==> config.mk <==
export PLATFORM = sky130hd
export DESIGN_NAME = burst_sequentializer
export DESIGN_NICKNAME = d
export VERILOG_FILES = /design/src/rtl/pipeline_pkg.sv /design/src/rtl/raster_counter.sv /design/src/rtl/burst_sequentializer.sv
export SDC_FILE = /design/constraint.sdc
export NUM_CORES = 1
export LEC_CHECK = 0
export ABC_AREA = 0
export BUFFER_PORTS_ARGS = -buffer_cell sky130_fd_sc_hd__clkbuf_2
export CORE_MARGIN = 2
export CORE_UTILIZATION = 50
export CTS_BUF_LIST = sky130_fd_sc_hd__clkbuf_8 sky130_fd_sc_hd__clkbuf_16
export CTS_CLUSTER_DIAMETER = 200
export DETAILED_ROUTE_END_ITERATION = 6
export PLACE_DENSITY = 0.84
export REMOVE_ABC_BUFFERS = 1
export SYNTH_ARGS = -nofsm -noshare
export SYNTH_HDL_FRONTEND = slang
export SYNTH_SLANG_ARGS = --single-unit
==> constraint.sdc <==
create_clock -name clk -period 2.05 [get_ports clk]
set_input_delay 0.205 -clock clk [delete_from_list [all_inputs] [get_ports clk]]
set_output_delay 0.205 -clock clk [all_outputs]
set_load 0.02 [all_outputs]
==> src/rtl/pipeline_pkg.sv <==
// Shared types and helpers for the crop/normalize pipeline stages.
package pipeline_pkg;

   typedef logic [7:0] pixel_t;

   typedef enum logic [1:0] {
      IDLE = 2'd0,
      RUN  = 2'd1,
      DONE = 2'd2
   } ap_state_e;

   function automatic int burst_bytes(input int in_w);
      return in_w / 8;
   endfunction

endpackage

==> src/rtl/raster_counter.sv <==
// Raster-order column/row counter, advanced once per emitted pixel.
// o_wrap flags an advance at the end of a row; o_last_pixel marks the final pixel of the frame.
module raster_counter
   import pipeline_pkg::*;
#(
   parameter int ROWS = 20,
   parameter int COLS = 20
) (
   input  logic                    clk,
   input  logic                    reset,
   input  logic                    i_clear,
   input  logic                    i_advance,
   output logic [$clog2(COLS)-1:0] o_cnt_col,
   output logic [$clog2(ROWS)-1:0] o_cnt_row,
   output logic                    o_last_pixel,
   output logic                    o_wrap
);

   localparam int COL_W = $clog2(COLS);
   localparam int ROW_W = $clog2(ROWS);
   localparam logic [COL_W-1:0] COL_LAST = COL_W'(COLS - 1);
   localparam logic [ROW_W-1:0] ROW_LAST = ROW_W'(ROWS - 1);
   localparam logic [COL_W-1:0] COL_ONE  = COL_W'(1);
   localparam logic [ROW_W-1:0] ROW_ONE  = ROW_W'(1);

   logic [COL_W-1:0] r_col;
   logic [ROW_W-1:0] r_row;
   logic             w_col_last;
   logic             w_row_last;

   assign w_col_last   = (r_col == COL_LAST);
   assign w_row_last   = (r_row == ROW_LAST);
   assign o_last_pixel = w_col_last & w_row_last;
   assign o_wrap       = i_advance & w_col_last;
   assign o_cnt_col    = r_col;
   assign o_cnt_row    = r_row;

   // Column/row position; both wrap at dimension-1 so the widths never overflow.
   always_ff @(posedge clk or negedge reset) begin
      if (!reset) begin
         r_col <= '0;
         r_row <= '0;
      end else if (i_clear) begin
         r_col <= '0;
         r_row <= '0;
      end else if (i_advance) begin
         if (w_col_last) begin
            r_col <= '0;
            r_row <= w_row_last ? '0 : (r_row + ROW_ONE);
         end else begin
            r_col <= r_col + COL_ONE;
         end
      end else begin
         r_col <= r_col;
         r_row <= r_row;
      end
   end

endmodule

==> src/rtl/burst_sequentializer.sv <==
// Unpacks multi-pixel Mono8 bursts into a one-pixel-per-cycle AXI-Stream with raster counters.
// One frame is processed per accepted ap_start.
module burst_sequentializer
   import pipeline_pkg::*;
#(
   parameter  int IN_ROWS          = 20,
   parameter  int IN_COLS          = 20,
   parameter  int PIXELS_PER_BURST = 4,
   localparam int IN_W             = 8 * PIXELS_PER_BURST
) (
   input  logic                       clk,
   input  logic                       reset,
   input  logic                       ap_start,
   output logic                       ap_ready,
   output logic                       ap_done,
   output logic                       ap_idle,
   input  logic                       s_axis_tvalid,
   output logic                       s_axis_tready,
   input  logic [IN_W-1:0]            s_axis_tdata,
   output logic                       m_axis_tvalid,
   input  logic                       m_axis_tready,
   output pixel_t                     m_axis_tdata,
   output logic [$clog2(IN_COLS)-1:0] cnt_col,
   output logic [$clog2(IN_ROWS)-1:0] cnt_row
);

   localparam int BURSTS_PER_ROW = IN_COLS / PIXELS_PER_BURST;
   localparam int TOTAL_BURSTS   = IN_ROWS * BURSTS_PER_ROW;
   localparam int TAKEN_W        = $clog2(TOTAL_BURSTS + 1);
   localparam int IDX_W          = (PIXELS_PER_BURST > 1) ? $clog2(PIXELS_PER_BURST) : 1;
   localparam logic [IDX_W-1:0]   IDX_LAST  = IDX_W'(PIXELS_PER_BURST - 1);
   localparam logic [IDX_W-1:0]   IDX_ONE   = IDX_W'(1);
   localparam logic [TAKEN_W-1:0] TAKEN_MAX = TAKEN_W'(TOTAL_BURSTS);
   localparam logic [TAKEN_W-1:0] TAKEN_ONE = TAKEN_W'(1);

   if ((IN_COLS % PIXELS_PER_BURST) != 0) begin : g_cols_check
      $error("IN_COLS must be a multiple of PIXELS_PER_BURST");
   end
   if (burst_bytes(IN_W) != PIXELS_PER_BURST) begin : g_width_check
      $error("burst width does not match PIXELS_PER_BURST");
   end

   ap_state_e        r_state;
   ap_state_e        w_state_next;
   logic [IN_W-1:0]  r_buf;
   logic             r_buf_valid;
   logic [IDX_W-1:0] r_idx;
   logic [TAKEN_W-1:0] r_taken;
   logic             r_ap_ready;
   logic             r_ap_done;
   logic             r_ap_idle;
   logic             w_s_ready;
   logic             w_load;
   logic             w_pix_hs;
   logic             w_last_pixel;
   logic             w_wrap;
   logic             w_frame_end;

   // Reload is allowed in the same cycle the last buffered pixel leaves, giving gap-free output.
   assign w_s_ready   = (r_state == RUN)
                      && (!r_buf_valid || ((r_idx == IDX_LAST) && m_axis_tready))
                      && (r_taken < TAKEN_MAX);
   assign w_load      = s_axis_tvalid & w_s_ready;
   assign w_pix_hs    = r_buf_valid & m_axis_tready;
   assign w_frame_end = w_wrap & w_last_pixel;

   assign s_axis_tready = w_s_ready;
   assign m_axis_tvalid = r_buf_valid;
   assign m_axis_tdata  = r_buf[7:0];
   assign ap_ready      = r_ap_ready;
   assign ap_done       = r_ap_done;
   assign ap_idle       = r_ap_idle;

   raster_counter #(
      .ROWS (IN_ROWS),
      .COLS (IN_COLS)
   ) u_raster_counter (
      .clk          (clk),
      .reset        (reset),
      .i_clear      (r_state == IDLE),
      .i_advance    (w_pix_hs),
      .o_cnt_col    (cnt_col),
      .o_cnt_row    (cnt_row),
      .o_last_pixel (w_last_pixel),
      .o_wrap       (w_wrap)
   );

   // Frame control next-state.
   always_comb begin
      w_state_next = r_state;
      case (r_state)
         IDLE: begin
            if (ap_start) w_state_next = RUN;
            else          w_state_next = IDLE;
         end
         RUN: begin
            if (w_frame_end) w_state_next = DONE;
            else             w_state_next = RUN;
         end
         DONE:    w_state_next = IDLE;
         default: w_state_next = IDLE;
      endcase
   end

   // State register and ap_* handshake outputs, registered off the next state.
   always_ff @(posedge clk or negedge reset) begin
      if (!reset) begin
         r_state    <= IDLE;
         r_ap_ready <= 1'b0;
         r_ap_done  <= 1'b0;
         r_ap_idle  <= 1'b1;
      end else begin
         r_state    <= w_state_next;
         r_ap_ready <= (r_state == IDLE) && ap_start;
         r_ap_done  <= (w_state_next == DONE);
         r_ap_idle  <= (w_state_next == IDLE);
      end
   end

   // Burst buffer: the current pixel always sits in the low byte, shifted out per handshake.
   always_ff @(posedge clk or negedge reset) begin
      if (!reset) begin
         r_buf       <= '0;
         r_buf_valid <= 1'b0;
         r_idx       <= '0;
      end else if (w_load) begin
         r_buf       <= s_axis_tdata;
         r_buf_valid <= 1'b1;
         r_idx       <= '0;
      end else if (w_pix_hs) begin
         r_buf <= r_buf >> 4'd8;
         if (r_idx == IDX_LAST) begin
            r_buf_valid <= 1'b0;
            r_idx       <= '0;
         end else begin
            r_buf_valid <= 1'b1;
            r_idx       <= r_idx + IDX_ONE;
         end
      end else begin
         r_buf       <= r_buf;
         r_buf_valid <= r_buf_valid;
         r_idx       <= r_idx;
      end
   end

   // Bursts accepted this frame; caps input at one frame's worth.
   always_ff @(posedge clk or negedge reset) begin
      if (!reset) begin
         r_taken <= '0;
      end else if (r_state != RUN) begin
         r_taken <= '0;
      end else if (w_load) begin
         r_taken <= r_taken + TAKEN_ONE;
      end else begin
         r_taken <= r_taken;
      end
   end

endmodule

==> results of run 1 <==
==> metal layers <==
layer | wire length [um] | global-route usage | up-vias
li1 | - | - | 1025
met1 | 2380 | 0.255 | 938
met2 | 2180 | 0.252 | 50
met3 | 255 | 0.0471 | 11
met4 | 114 | 0.0964 | 0
met5 | 0 | 0 | -
==> kinds of logic (layout without fill, tap and decap cells) <==
family	Yosys count	in the layout	synth area share
compound gates	48	48	0.0959
xor+xnor	2	2	0.00655
fa+ha+maj	4	4	0.0187
buf+inv	23	83	0.0482
flops	57	57	0.534
mux	31	31	0.116
simple gates	103	103	0.181
==> power groups by stage <==
stage | logic [mW] | registers (mW) | clock network [mW]
2_1_floorplan | 0.597 | 1.78 | 0
3_3_place_gp | 1.05 | 1.67 | 0
3_5_place_dp | 1.08 | 1.69 | 0
4_1_cts | 1.09 | 1.67 | 1.31
5_1_grt | 1.20 | 1.72 | 1.36
6_report | 1.07 | 1.67 | 1.29
==> worst min-delay path: cells and delay by family <==
kind	cells	cell delay, ns
buffers and inverters	1	0.08
AOI/OAI and AO/OA	1	0.05
and+or+nand+nor	1	0.03
==> layout make-up <==
class / instances / area [um^2] / area share
clock buffer: 10 / 138 / 0.0419
clock inverter: 6 / 105 / 0.0320
multi-input combinational: 188 / 1130 / 0.344
sequential: 57 / 1430 / 0.435
tap: 70 / 87.6 / 0.0267
timing repair buffer: 67 / 395 / 0.120
==> cell usage after synthesis <==
library cell  instances
nand2_1              59
dfrtp_1              56
o21ai_0              36
mux2i_1              31
nor2_1               11
buf_4                 9
a21oi_1               8
buf_2                 6
clkbuf_1              6
nor3_1                6
nand3_1               5
ha_1                  4
nand2b_1              3
nand4_1               3
nor2b_1               3
and2_1                2
and3_1                2
nand3b_1              2
xor2_1                2
a21boi_0              1
a31oi_1               1
and4bb_1              1
buf_1                 1
clkbuf_2              1
dfstp_2               1
nand4_2               1
nor3b_1               1
nor4b_2               1
nor4bb_1              1
o311a_1               1
o31ai_2               1
or2_2                 1
or3_1                 1
==> metrics by stage <==
step / total power [mW] / util / TNS (ns)
floorplan: 2.37 / - / -85.50
global placement: 2.72 / 0.590 / 0
detailed placement: 2.77 / 0.590 / 0
CTS: 4.06 / 0.639 / 0
global route: 4.28 / 0.639 / 0
finish: 4.03 / 0.639 / 0
==> registers in the layout, summed over array words and instances (netlist names) <==
signal and count:
ap_done 1, ap_idle 1, ap_ready 1, m_axis_tvalid 1, r_buf 32, r_idx 2
r_state 2, r_taken 7, u_raster_counter.o_cnt_col 5, u_raster_counter.o_cnt_row 5
==> worst max path at each step <==
stage	from	to	slack (ns)
final	r_idx[0]$_DFFE_PN0P_	s_axis_tready	0.14
after global routing	r_taken[3]$_DFFE_PN0P_	r_buf[7]$_DFFE_PN0P_	0.03
after CTS	r_taken[3]$_DFFE_PN0P_	r_buf[7]$_DFFE_PN0P_	0.15
after detailed placement	r_taken[3]$_DFFE_PN0P_	r_buf[7]$_DFFE_PN0P_	0.17
after global placement	r_taken[3]$_DFFE_PN0P_	r_buf[21]$_DFFE_PN0P_	0.25
after floorplan	r_taken[3]$_DFFE_PN0P_	r_taken[6]$_DFFE_PN0P_	-2.16
==> what timing repair did <==
| action | 4_1_cts | 5_1_grt |
|---|---|---|
| hold buffers | 1 | 0 |
| endpoints found under the hold margin | 28 | 0 |
| buffers inserted | 0 | 0 |
==> cells in the final DEF, fill, tap and decap left out, types with 4 or more instances in the layout <==
master and n:
nand2_1 58, mux2i_1 31, ha_1 4, clkbuf_8 10, nor2_1 11, a21oi_1 8
nor3_1 6, nand3_1 5, dfrtp_1 56, buf_4 4, clkbuf_2 59, o21ai_0 36
==> impl_metrics.py, run 1 <==
metrics = {
    "clock_tree": {
        "cts_tree": "built",
        "cts_resized": 0,
        "htreeDepth": 3,
        "clockBufferDepth": 2,
        "numCtsBuffers": 9,
        "cts-root-buf": "clkbuf_8",
        "clk_latency_ns": 0.34,
        "cts_num_sinks": 57,
        "path_clk_slew_ns": 0.06,
    },
    "finish": {
        "diodes": 0,
        "nets": 364,
        "area_delta_synth_final_pct": 22.7,
        "fin_cells": 398,
        "fillers": 438,
        "drive_above_1_share": 0.268,
        "design_area_um2": 3280,
    },
    "placed_design": {
        "dp_hpwl_mm": 3.40,
        "port_buffers": 59,
        "globalplace.congestion": 0.789,
        "place_area_um2": 3030,
        "place_ws_ns": 0.172,
        "placed_cells": 381,
    },
    "power_and_ir_drop": {
        "peakVddDrop_mv": 0.709,
        "switchingPower_mw": 1.30,
        "seq_power_share": 0.415,
        "p_comb_frac": 0.266,
        "power.share.clock": 0.319,
        "p_sw_frac": 0.322,
        "p_int_mw": 2.73,
        "leakage_nw": 1.69,
        "power_density_nw_per_um2": 1230,
    },
    "critical_path": {
        "reg2reg_depth": 5,
        "worstPathArrival_ns": 1.71,
        "cp.depth": 4,
        "cpPeakStageDelay_ns": 0.45,
        "crit_type": "flip-flop to output pin",
        "regToRegEndpoint": "r_buf[7]$_DFFE_PN0P_",
        "crit_fanout": 3,
        "rrSetupSlack_ns": 0.16,
        "r2r-start": "r_taken[3]$_DFFE_PN0P_",
        "crit_buf_inv": 1,
        "crit_chain": "ha_1, a21boi_0, nor3_1, clkbuf_2",
        "crit_slowest_cell": "a21boi_0",
        "endpoint_kind": "output pin",
        "crit_required_ns": 1.85,
        "startpoint_type": "flip-flop",
        "crit_family": "compound AO/OA/AOI/OAI gates",
    },
    "timing": {
        "whs_ns": 0.0664,
        "fmax_mhz": 523,
        "worstMarginPinSlew_ns": 0.770,
        "fin_crit_ns": 1.91,
        "hold_viol_final": 0,
        "setup_violations": 0,
        "rsz0062_at_grt": "no",
        "min_period_over_period": 0.933,
        "fin_skew_ns": 0.00561,
        "maxSlewViolCount": 0,
        "slew-limit-headroom": 0.486,
        "setup_ws_ns": 0.137,
    },
    "drt": {
        "wl_per_cell_um": 12.4,
        "wirelength_mm": 4.93,
        "vias": 2024,
        "ant_nets": 0,
        "vias_per_cell": 5.09,
        "drcViolationCount": 0,
        "drt_iter0_markers": 130,
        "firstDrtPassIters": 4,
    },
    "global_routing": {
        "grt-ovfl-total": 0,
        "grt_max_degree": 40,
        "grt_pass1_wl_mm": 8.36,
        "grt_pass1_vias": 1781,
        "antenna_found_initial": 0,
        "grt_usage": 0.180,
    },
    "floorplanning": {
        "coreArea_um2": 5140,
        "initial_core_util": 0.520,
        "fp.dieH_um": 77.1,
        "die_w_um": 77.1,
        "std_cell_rows": 26,
        "dieArea_um2": 5950,
        "ioPinCount": 60,
    },
    "hold_path": {
        "min_from": "s_axis_tdata[6]",
        "whs_path_depth": 3,
        "hp-class": "input port to flip-flop",
        "whs_endpoint": "r_buf[6]$_DFFE_PN0P_",
    },
    "yosys": {
        "synth.area.top_cells": "dfrtp_1, mux2i_1, nand2_1",
        "synth_top_area_share": 0.524,
        "avgSynthCellArea_um2": 9.98,
        "ys_warn_count": 0,
        "yosysTopAreaCell": "dfrtp_1",
        "netlist_area_um2": 2680,
        "yosysUniqueCellTypes": 33,
        "ys_ff_latch": 57,
        "postSynthCellCount": 268,
        "yosysSeqAreaShare": 0.534,
    },
    "run": {
        "drv_cap": 0,
    },
    "run_status": {
        "status": "completed",
    },
}
Power figures use the tool's default switching activity.
==> inputs of run 2 (changes only) <==
--- a/config.mk
+++ b/config.mk
@@ -8,11 +8,11 @@
 export ABC_AREA = 0
 export BUFFER_PORTS_ARGS = -buffer_cell sky130_fd_sc_hd__clkbuf_2
 export CORE_MARGIN = 2
-export CORE_UTILIZATION = 50
+export CORE_UTILIZATION = 54
 export CTS_BUF_LIST = sky130_fd_sc_hd__clkbuf_8 sky130_fd_sc_hd__clkbuf_16
 export CTS_CLUSTER_DIAMETER = 200
 export DETAILED_ROUTE_END_ITERATION = 6
-export PLACE_DENSITY = 0.84
+export PLACE_DENSITY = 0.89
 export REMOVE_ABC_BUFFERS = 1
 export SYNTH_ARGS = -nofsm -noshare
 export SYNTH_HDL_FRONTEND = slang
==> run 2 against run 1 <==
  * Register-to-register slack got worse by 0.02 ns
  * Via count rose by 0.69%
  * Worst hold slack improved by 0.017 ns
  * Clock power fell by 15%
  * Non-clock buffer count did not move
  * Critical path type is now flip-flop to flip-flop
==> impl_metrics.py, run 2 (synthesized netlist as in run 1, its figures left out) <==
metrics = {
    "timing": {
        "maxSlewViolCount": 0,
        "slew-limit-headroom": 0.569,
        "min_period_over_period": 0.931,
        "fin_tns_setup_ns": 0,
        "fin_skew_ns": 0.00767,
        "fin_crit_ns": 1.91,
        "rsz0062_at_grt": "no",
        "fmax_mhz": 524,
        "setup_ws_ns": 0.142,
        "setup_violations": 0,
        "hold_viol_final": 0,
        "worstMarginPinSlew_ns": 0.645,
    },
    "drt": {
        "wirelength_met1_mm": 2.06,
        "ant_nets": 0,
        "top_layer": "met4",
        "drt_iter0_markers": 135,
        "vias": 2038,
        "wirelength_mm": 4.90,
        "dr_wl_met2_mm": 2.57,
        "vias_per_cell": 5.17,
        "firstDrtPassIters": 4,
        "wl_per_cell_um": 12.4,
        "drcViolationCount": 0,
        "dr_wl_met3_um": 209,
    },
    "clock_tree": {
        "post_cts_buffers": 0,
        "htreeDepth": 3,
        "cts_resized": 0,
        "cts_num_sinks": 57,
        "cts-root-buf": "clkbuf_8",
        "postCtsHoldBufs": 1,
        "clk_latency_ns": 0.32,
        "cts_tree": "built",
        "numCtsBuffers": 9,
        "clockBufferDepth": 2,
        "path_clk_slew_ns": 0.06,
    },
    "floorplanning": {
        "die_w_um": 74.4,
        "ioPinCount": 60,
        "initial_core_util": 0.563,
        "dieArea_um2": 5530,
        "std_cell_rows": 25,
        "coreArea_um2": 4750,
        "fp.dieH_um": 74.4,
    },
    "finish": {
        "final_cell_mix": "clkbuf_2, nand2_1, dfrtp_1, o21ai_0, mux2i_1",
        "seqCellArea_um2": 1430,
        "fillers": 377,
        "regMostFlops": "r_buf",
        "multiInputGateArea_um2": 1130,
        "diodes": 0,
        "drive_above_1_share": 0.260,
        "nets": 364,
        "layout_commonest_cell": "clkbuf_2",
        "largest_reg_flops": 32,
        "area_delta_synth_final_pct": 21.4,
        "design_area_um2": 3250,
        "top_regs": "r_buf x32, r_taken x7",
    },
    "hold_path": {
        "hp-class": "input port to flip-flop",
        "min_from": "s_axis_tdata[5]",
        "whs_endpoint": "r_buf[5]$_DFFE_PN0P_",
        "whs_path_depth": 3,
    },
    "power_and_ir_drop": {
        "p_comb_frac": 0.282,
        "p_int_mw": 2.61,
        "leakage_nw": 1.68,
        "seq_power_share": 0.433,
        "power.share.clock": 0.285,
        "peakVddDrop_mv": 0.651,
        "p_sw_frac": 0.324,
        "power_density_nw_per_um2": 1190,
        "switchingPower_mw": 1.25,
        "total_power_mw": 3.86,
    },
    "critical_path": {
        "crit_fanout": 48,
        "r2r-start": "r_taken[3]$_DFFE_PN0P_",
        "regToRegEndpoint": "r_taken[6]$_DFFE_PN0P_",
        "rrSetupSlack_ns": 0.14,
        "crit_type": "flip-flop to flip-flop",
        "worstPathArrival_ns": 2.14,
        "crit_required_ns": 2.28,
        "startpoint_type": "flip-flop",
        "reg2reg_depth": 5,
        "endpoint_kind": "flip-flop",
    },
    "run": {
        "drv_cap": 0,
    },
    "global_routing": {
        "grt_pass1_wl_mm": 8.23,
        "antenna_found_initial": 0,
        "grt_max_degree": 58,
        "grt_usage": 0.196,
        "grt_pass1_vias": 1950,
        "grt-ovfl-total": 0,
    },
    "placed_design": {
        "globalplace.congestion": 0.830,
        "port_buffers": 59,
        "dp_hpwl_mm": 3.34,
        "place_area_um2": 3030,
        "place_ws_ns": 0.142,
    },
    "run_status": {
        "status": "completed",
    },
}
[run 2: cell types whose count changed in the layout (fill, tap and decap cells not counted)]
cell       previous run  this run
clkinv_2              3         1
inv_1                 0         2
bufinv_16             3         2
[run 2: per-layer routing]
layer,vias up,global-route usage
met5,-,0
met4,0,0.0952
met3,5,0.0434
met2,48,0.331
li1,1024,-
met1,961,0.237
[run 2: power by group through the flow]
stage                     Combinational, mW  Clock [mW]  Sequential, mW
final                                  1.09        1.10            1.67
after detailed placement               1.09           0            1.69
after global placement                 1.06           0            1.67
after global routing                   1.23        1.17            1.71
after CTS                              1.10        1.13            1.67
after floorplan                       0.597           0            1.78
[run 2: stage by stage]
| stage | hold slack [ns] | utilization | instances |
|---|---|---|---|
| after floorplan | -0.0906 | - | 245 |
| after global placement | 0.231 | 0.637 | 378 |
| after detailed placement | 0.230 | 0.637 | 378 |
| after CTS | 0.0688 | 0.683 | 394 |
| after global routing | 0.0881 | 0.683 | 394 |
| final | 0.0830 | 0.683 | 394 |
[run 2: cell type report]
class,count,share of cell area
timing repair buffer,67,0.122
clock buffer,10,0.0424
clock inverter,5,0.0224
tap,67,0.0258
multi-input combinational,188,0.348
sequential,57,0.440
[run 2: worst max path at each step]
stage | startpoint | to | slack [ns] | cells after the start
floorplan | r_taken[3]$_DFFE_PN0P_ | r_taken[6]$_DFFE_PN0P_ | -2.16 | 4
global placement | r_taken[3]$_DFFE_PN0P_ | r_taken[6]$_DFFE_PN0P_ | 0.19 | 5
detailed placement | r_taken[3]$_DFFE_PN0P_ | r_taken[6]$_DFFE_PN0P_ | 0.14 | 5
CTS | r_taken[3]$_DFFE_PN0P_ | r_taken[6]$_DFFE_PN0P_ | 0.13 | 5
global route | r_taken[3]$_DFFE_PN0P_ | r_taken[6]$_DFFE_PN0P_ | 0.03 | 5
finish | r_taken[3]$_DFFE_PN0P_ | r_taken[6]$_DFFE_PN0P_ | 0.14 | 5
[run 2: worst max-delay path, cell delays in order (launching register included)]
cell,delay (ns)
dfrtp_1,0.42
o311a_1,0.41
nor4b_4,0.36
buf_12,0.25
nand4_2,0.15
o31ai_2,0.22
